[src/rtl/alu_exec_unit.sv]
// Handshaked, registered ALU with single-cycle logic/add/sub and an iterative shift-add multiply.
// Optional completed-transfer counter port op_count is enabled by defining ALU_OPCOUNT_EN.
module alu_exec_unit #(
  parameter int WIDTH = 4
) (
  input  logic             clk,
  input  logic             rst_n,
  input  logic             in_valid,
  output logic             in_ready,
  input  logic [WIDTH-1:0] a,
  input  logic [WIDTH-1:0] b,
  input  logic [2:0]       sel,
  output logic             out_valid,
  input  logic             out_ready,
  output logic [WIDTH-1:0] out,
  output logic             carry,
  output logic             zero
`ifdef ALU_OPCOUNT_EN
  ,
  output logic [15:0]      op_count
`endif
);

  localparam int CW = $clog2(WIDTH + 1);
  localparam logic [CW-1:0] LAST = CW'(WIDTH - 1);

  typedef enum logic [1:0] {
    S_IDLE,
    S_MUL,
    S_DONE
  } state_e;

  typedef enum logic [2:0] {
    OP_ADD  = 3'b000,
    OP_SUB  = 3'b001,
    OP_AND  = 3'b010,
    OP_OR   = 3'b011,
    OP_XOR  = 3'b100,
    OP_XNOR = 3'b101,
    OP_NOT  = 3'b110,
    OP_MUL  = 3'b111
  } op_e;

  state_e             state;
  state_e             state_nxt;
  op_e                op;
  logic               accept;
  logic               is_mul;
  logic               load_logic;
  logic               load_mul;
  logic [WIDTH:0]     sum_w;
  logic [WIDTH:0]     diff_w;
  logic [WIDTH-1:0]   res;
  logic               res_c;
  logic [2*WIDTH-1:0] a_sh;
  logic [WIDTH-1:0]   b_sh;
  logic [2*WIDTH-1:0] acc;
  logic [CW-1:0]      cnt;

  assign op         = op_e'(sel);
  assign is_mul     = (op == OP_MUL);
  assign in_ready   = (state == S_IDLE) && (!out_valid || out_ready);
  assign accept     = in_valid && in_ready;
  assign load_logic = accept && !is_mul;
  assign load_mul   = (state == S_DONE);
  assign sum_w      = {1'b0, a} + {1'b0, b};
  assign diff_w     = {1'b0, a} - {1'b0, b};

  always_ff @(posedge clk or negedge rst_n) begin
    if (!rst_n) state <= S_IDLE;
    else        state <= state_nxt;
  end

  always_comb begin
    state_nxt = state;
    case (state)
      S_IDLE:  if (accept && is_mul) state_nxt = S_MUL;
      S_MUL:   if (cnt == LAST) state_nxt = S_DONE;
      S_DONE:  state_nxt = S_IDLE;
      default: state_nxt = S_IDLE;
    endcase
  end

  // Bit WIDTH of the zero-extended difference is the unsigned borrow.
  always_comb begin
    res   = '0;
    res_c = 1'b0;
    case (op)
      OP_ADD:  begin res = sum_w[WIDTH-1:0];  res_c = sum_w[WIDTH];  end
      OP_SUB:  begin res = diff_w[WIDTH-1:0]; res_c = diff_w[WIDTH]; end
      OP_AND:  res = a & b;
      OP_OR:   res = a | b;
      OP_XOR:  res = a ^ b;
      OP_XNOR: res = ~(a ^ b);
      OP_NOT:  res = ~a;
      default: res = '0;
    endcase
  end

  always_ff @(posedge clk or negedge rst_n) begin
    if (!rst_n) begin
      a_sh <= '0;
      b_sh <= '0;
      acc  <= '0;
      cnt  <= '0;
    end else if (accept && is_mul) begin
      a_sh <= {{WIDTH{1'b0}}, a};
      b_sh <= b;
      acc  <= '0;
      cnt  <= '0;
    end else if (state == S_MUL) begin
      if (b_sh[0]) acc <= acc + a_sh;
      a_sh <= a_sh << 1;
      b_sh <= b_sh >> 1;
      cnt  <= cnt + 1'b1;
    end
  end

  // A fresh result takes priority over draining, so accept+drain keeps out_valid high.
  always_ff @(posedge clk or negedge rst_n) begin
    if (!rst_n) begin
      out       <= '0;
      carry     <= 1'b0;
      zero      <= 1'b0;
      out_valid <= 1'b0;
    end else begin
      if (load_logic) begin
        out   <= res;
        carry <= res_c;
        zero  <= (res == '0);
      end else if (load_mul) begin
        out   <= acc[WIDTH-1:0];
        carry <= |acc[2*WIDTH-1:WIDTH];
        zero  <= (acc[WIDTH-1:0] == '0);
      end
      if (load_logic || load_mul) out_valid <= 1'b1;
      else if (out_ready)         out_valid <= 1'b0;
    end
  end

`ifdef ALU_OPCOUNT_EN
  always_ff @(posedge clk or negedge rst_n) begin
    if (!rst_n)                      op_count <= '0;
    else if (out_valid && out_ready) op_count <= op_count + 16'd1;
  end
`endif

endmodule

[config.mk]
export PLATFORM = sky130hd
export DESIGN_NAME = alu_exec_unit
export DESIGN_NICKNAME = d
export VERILOG_FILES = /design/src/rtl/alu_exec_unit.sv
export SDC_FILE = /design/constraint.sdc
export NUM_CORES = 1
export LEC_CHECK = 0
export ABC_AREA = 1
export CORE_ASPECT_RATIO = 0.6
export CORE_UTILIZATION = 55
export DETAILED_ROUTE_END_ITERATION = 8
export PLACE_DENSITY = 0.77
export SETUP_SLACK_MARGIN = 0.05
export SKIP_CTS_REPAIR_TIMING = 1
export SLEW_MARGIN = 20
export SYNTH_ARGS = -nofsm -noshare
export SYNTH_HDL_FRONTEND = slang
export SYNTH_SLANG_ARGS = --single-unit
[constraint.sdc]
create_clock -name clk -period 5.8 [get_ports clk]
set_clock_uncertainty 0.15 [all_clocks]
set_input_delay 1.16 -clock clk [delete_from_list [all_inputs] [get_ports clk]]
set_output_delay 1.16 -clock clk [all_outputs]
set_load 0.03 [all_outputs]
# [Yosys cells after proc, flatten, opt, wreduce, memory -nomap -nowiden]
# Index checks and enable logic that the tools add are counted.
[word_totals] reg_bits=32 latch_bits=0 mem_bits_rw=0 romBits=0 in_bits=15 output_inout_bits=8 wordCells=71 mem_count=0
[classes] add_sub_neg=4 mul=0 n_div=0 n_lt_le_gt_ge=0 eq_ne=12 shifts=0 n_mux=22 bitwise_logic=5 n_reduce_logical=19
[ops] operator="two-way mux 8 bit" count=5
[ops] operator="case mux 4 bit (7 select lines)" count=1
[ops] operator="two-way mux 4 bit" count=4
[ops] operator="== test 3 bit (second input constant)" count=4
[ops] operator="== test 3 x 2 -> 1 bit (second input constant)" count=3
[ops] operator="adder 8 bit" count=1
[ops] operator="zero test 4 bit" count=2
[ops] operator="NOT 4 bit" count=2
[ops] operator="nonzero test 2 bit" count=4
[ops] operator="two-way mux 1 bit" count=6
[ops] operator="two-way mux 3 bit" count=2
[ops] operator="adder 4 x 4 -> 5 bit" count=1
[ops] operator="subtractor 4 x 4 -> 5 bit" count=1
[ops] operator="bitwise AND 4 bit" count=1
[ops] operator="logical AND 1 bit" count=4
[ops] operator="two-way mux 2 bit" count=2
[ops] operator="bitwise OR 4 bit" count=1
[ops] operator="case mux 2 bit (2 select lines)" count=1
[ops] operator="AND reduction 2 bit" count=2
[ops] operator="OR reduction 4 bit" count=1
[ops] operator="bitwise XOR 4 bit" count=1
[ops] operator="adder 3 x 1 -> 3 bit (second input constant)" count=1
[ops] operator="== test 3 x 1 -> 1 bit (second input constant)" count=1
[ops] operator="zero test 3 bit" count=1
[ops] operator="8 further kinds" count=10

# [Depth between registers and ports, before layout]
[logic_depth] word_depth=7 ltp_mapped=12 mapped_depth_nobuf=12

# [Least setup slack after synthesis]
# No wires, ideal clock.
[synth_path] kind="in2out" start="in out_ready" end="out in_ready" arrival_time_ps=1630 t_required_ps=4490 setup_slack_ps=2860 stages=3 path_buffers=0 cell_sequence="inv_1 -> nand2_1 -> and3_1"
[synth_between] elab_chain_cells=2
[synth_rtl] item="from (decl)" line="14" rtl="input logic out_ready,"
[synth_rtl] item="logical OR 1 bit" line="62" rtl="assign in_ready = (state == S_IDLE) && (!out_valid || out_ready);"
[synth_rtl] item="logical AND 1 bit" line="62"
[synth_rtl] item="to (decl)" line="9" rtl="output logic in_ready,"
# No other way between the ends.

# [Worst setup path in the final report]
# Same ends and word-level chain as after synthesis.

==> metrics <==
status=finished clean; Adder-Cell Fraction of Synth Area=0.1372; Main synth FF type=dfrtp_1; GRT Residual Overflow=0; Initial DRC Count=140; CP Launch Point=out_ready; multi-input logic area=0.001340 sq mm; Yosys top cell area share=0.3402; CTS H-tree depth=2; post-route design area=0.002704 sq mm; CP endpoint kind=output pin; Worst EP arrival=2.67 ns; first-pass GRT wire length=9370 microns; sequential-to-total area share from yosys stat=0.3402; Leak=1.334 nW; HPWL after detailed placement=4389 microns; DRC Markers=0; endpoints failing setup=0; total track usage=0.2848; # fillers=330; top cells by area, synth=dfrtp_1, ha_1, nand2_1; post-synth design cell area=0.002354 sq mm; Area growth syn-to-layout=14.89%; critical path cell sequence=clkdlybuf4s50_1 -> inv_1 -> nand2_1 -> and3_1 -> clkdlybuf4s50_1; Die Ht=52.67 microns; crit path max-delay cell type=clkdlybuf4s50_1; Total Negative Setup Slacks=0 ns; fin crit period=3.982 ns; Slew headroom=0.6605; RSZ-0062 raised after global routing=no; Buf+Inv Stages, Crit Path=3; fraction of layout cells with a size suffix above 1=0.1262; placed instance count=366; CP peak stage delay=0.66 ns; final hold slack=0.3382 ns; r2r setup slk=3.82 ns; initial antenna violation count=0; total CTS buffers=5; Hold Fails Final Rpt=0; clock slew at reported path FFs=0.07 ns; mux cell area share after synthesis=0; YS warnings=0; Peak supply drop=0.2141 mV; Netlist cell types=40; pwr dens=389.3 mW/mm^2; Avg Cell Area, Syn=8.088 sq um; Mapped Nets=330; Seq. cell area=800.8 sq um; Inserted Diodes=0; io pins=23; Root Buffer=clkbuf_8; Final Max Tran Viols=0; Worst Hold Class=flop to flop; worst skew pair latency=0.29 ns; Fmax achieved=251.1 MHz; number of nets still failing antenna checks after routing=0; # rows=17; fin cells=374; Vias per Instance=5.521; WL per Instance=14.83 microns; worst r2r dst=acc[6]$_DFFE_PN0P_; # clock sinks=32; most frequent CP cell=clkdlybuf4s50_1; critical path startpoint category=input port; vias in the first global route=1,882; Max clock buf depth=2; DIE AREA=0.004553 sq mm; worst flop-to-flop path startpoint=acc[0]$_DFFE_PN0P_; setup slack after layout=1.818 ns; CTS tree=done; final wirelength=5547 microns; PortBufs=22; fin crit share=0.6866; largest family of logic cells by synthesized area=simple AND/OR/NAND/NOR gates; Required @ worst endpoint=4.49 ns; MaxCap Viol Count=0; Cells after Synth=291; share of flip-flops with an asynchronous set or reset=1.000; fin nets=355; Place WS=1.821 ns; maximum number of pins on one net before global-route repair=33; Final GP Congestion=0.9581; R2R depth=12; Synth area leader=dfrtp_1; CORE AREA=0.003871 sq mm; delay-heaviest family, CP=buffers and inverters; compound-gate portion of the synthesized area=0.1292; Placement Cell Area=0.002611 sq mm; vias=2,065; CP Depth=5; Post-synth EDFFs=0; Critical Path Fanout Max=3; Tightest Pin Transition=0.5039 ns; first-pass iteration count of the detailed router=4; Worst Setup EP=in_ready; Synth Area in Simple Gates=0.2881; Starting Density=0.6080; critical path type=input port to output pin; Synth Area in XOR/XNOR=0.01489; FF+latch count, synth=32; Die X=86.45 microns
[logic make-up after synthesis]
| family | count (synthesis) |
|---|---|
| AND/OR/NAND/NOR | 129 |
| AO/OA/AOI/OAI | 52 |
| buffers and inverters | 50 |
| flip-flops | 32 |
| adder cells (fa/ha/maj) | 24 |
| XOR/XNOR | 4 |
[power breakdown]
group	internal [mW]	leakage, nW	switching (mW)	total [mW]
Clock	0.0946	0.0510	0.0857	0.180
Combinational	0.193	0.866	0.307	0.500
Sequential	0.308	0.417	0.0646	0.373
[layout by cell type, fill, tap and decap left out, types with 5 or more instances in the layout]
cell type	instances
o21ai_1	8
o21ai_0	16
nor2_1	25
nand4_1	5
o22ai_1	5
nand2_1	50
nand3_1	24
inv_2	11
dfrtp_1	32
ha_1	21
clkbuf_8	6
clkdlybuf4s50_1	22
a21oi_1	11
inv_1	33
[area by class of cell]
type	count	share of cell area
clock buffers	6	0.03054
clock inverters	2	0.003702
inverters	45	0.06340
multi-input cells	209	0.4956
flip-flops and latches	32	0.2962
well taps	57	0.02638
repair buffers	23	0.08422
[sequential cells by signal, summed over array words and instances (netlist names)]
register and count:
a_sh 8, acc 8, b_sh 4, carry 1
cnt 3, out 4, out_valid 1, state 2
zero 1
[metrics by stage]
stage / power, mW / utilization
CTS: 1.053 / 0.6984
detailed placement: 0.8703 / 0.6745
finish: 1.053 / 0.6984
global placement: 0.8515 / 0.6745
global route: 1.132 / 0.6984
floorplan: 0.7137 / -
[synth_stat cells, drive strengths merged, types with 4 or more instances]
cell type and instances:
o22ai 5, nor3 4, nand4 6, buf 5
ha 21, nand2 53, nand3 28, dfrtp 32
a21oi 12, o21ai 25, nor2 32, inv 45
[per-layer routing]
| layer | GRT usage | up-vias | routed length (microns) |
|---|---|---|---|
| met4 | 0.1028 | 0 | 99 |
| met3 | 0.06929 | 10 | 382 |
| met2 | 0.3810 | 81 | 2079 |
| met5 | 0 | - | 0 |
| li1 | - | 1013 | - |
| met1 | 0.4341 | 961 | 2985 |
[worst min path at each step]
| stage | from | slack (ns) | endpoint | cells past startpoint |
|---|---|---|---|---|
| 2_1_floorplan | acc[6]$_DFFE_PN0P_ | 0.33 | acc[6]$_DFFE_PN0P_ | 2 |
| 3_3_place_gp | carry$_DFFE_PN0P_ | 0.32 | carry$_DFFE_PN0P_ | 2 |
| 3_5_place_dp | carry$_DFFE_PN0P_ | 0.33 | carry$_DFFE_PN0P_ | 2 |
| 4_1_cts | carry$_DFFE_PN0P_ | 0.35 | carry$_DFFE_PN0P_ | 2 |
| 5_1_grt | carry$_DFFE_PN0P_ | 0.37 | carry$_DFFE_PN0P_ | 2 |
| 6_report | carry$_DFFE_PN0P_ | 0.34 | carry$_DFFE_PN0P_ | 2 |
[worst register-to-register path, cell delays in order, from the launching register on]
cell	delay, ns
dfrtp_1	0.41
ha_1	0.19
inv_1	0.06
fa_1	0.38
nand3b_1	0.17
nand2_1	0.09
nand2_1	0.07
nand2_1	0.06
nand2_1	0.04
nand2_1	0.06
a21oi_1	0.06
o21ai_0	0.07
nand2_1	0.07
(Power assumes the default switching activity.)
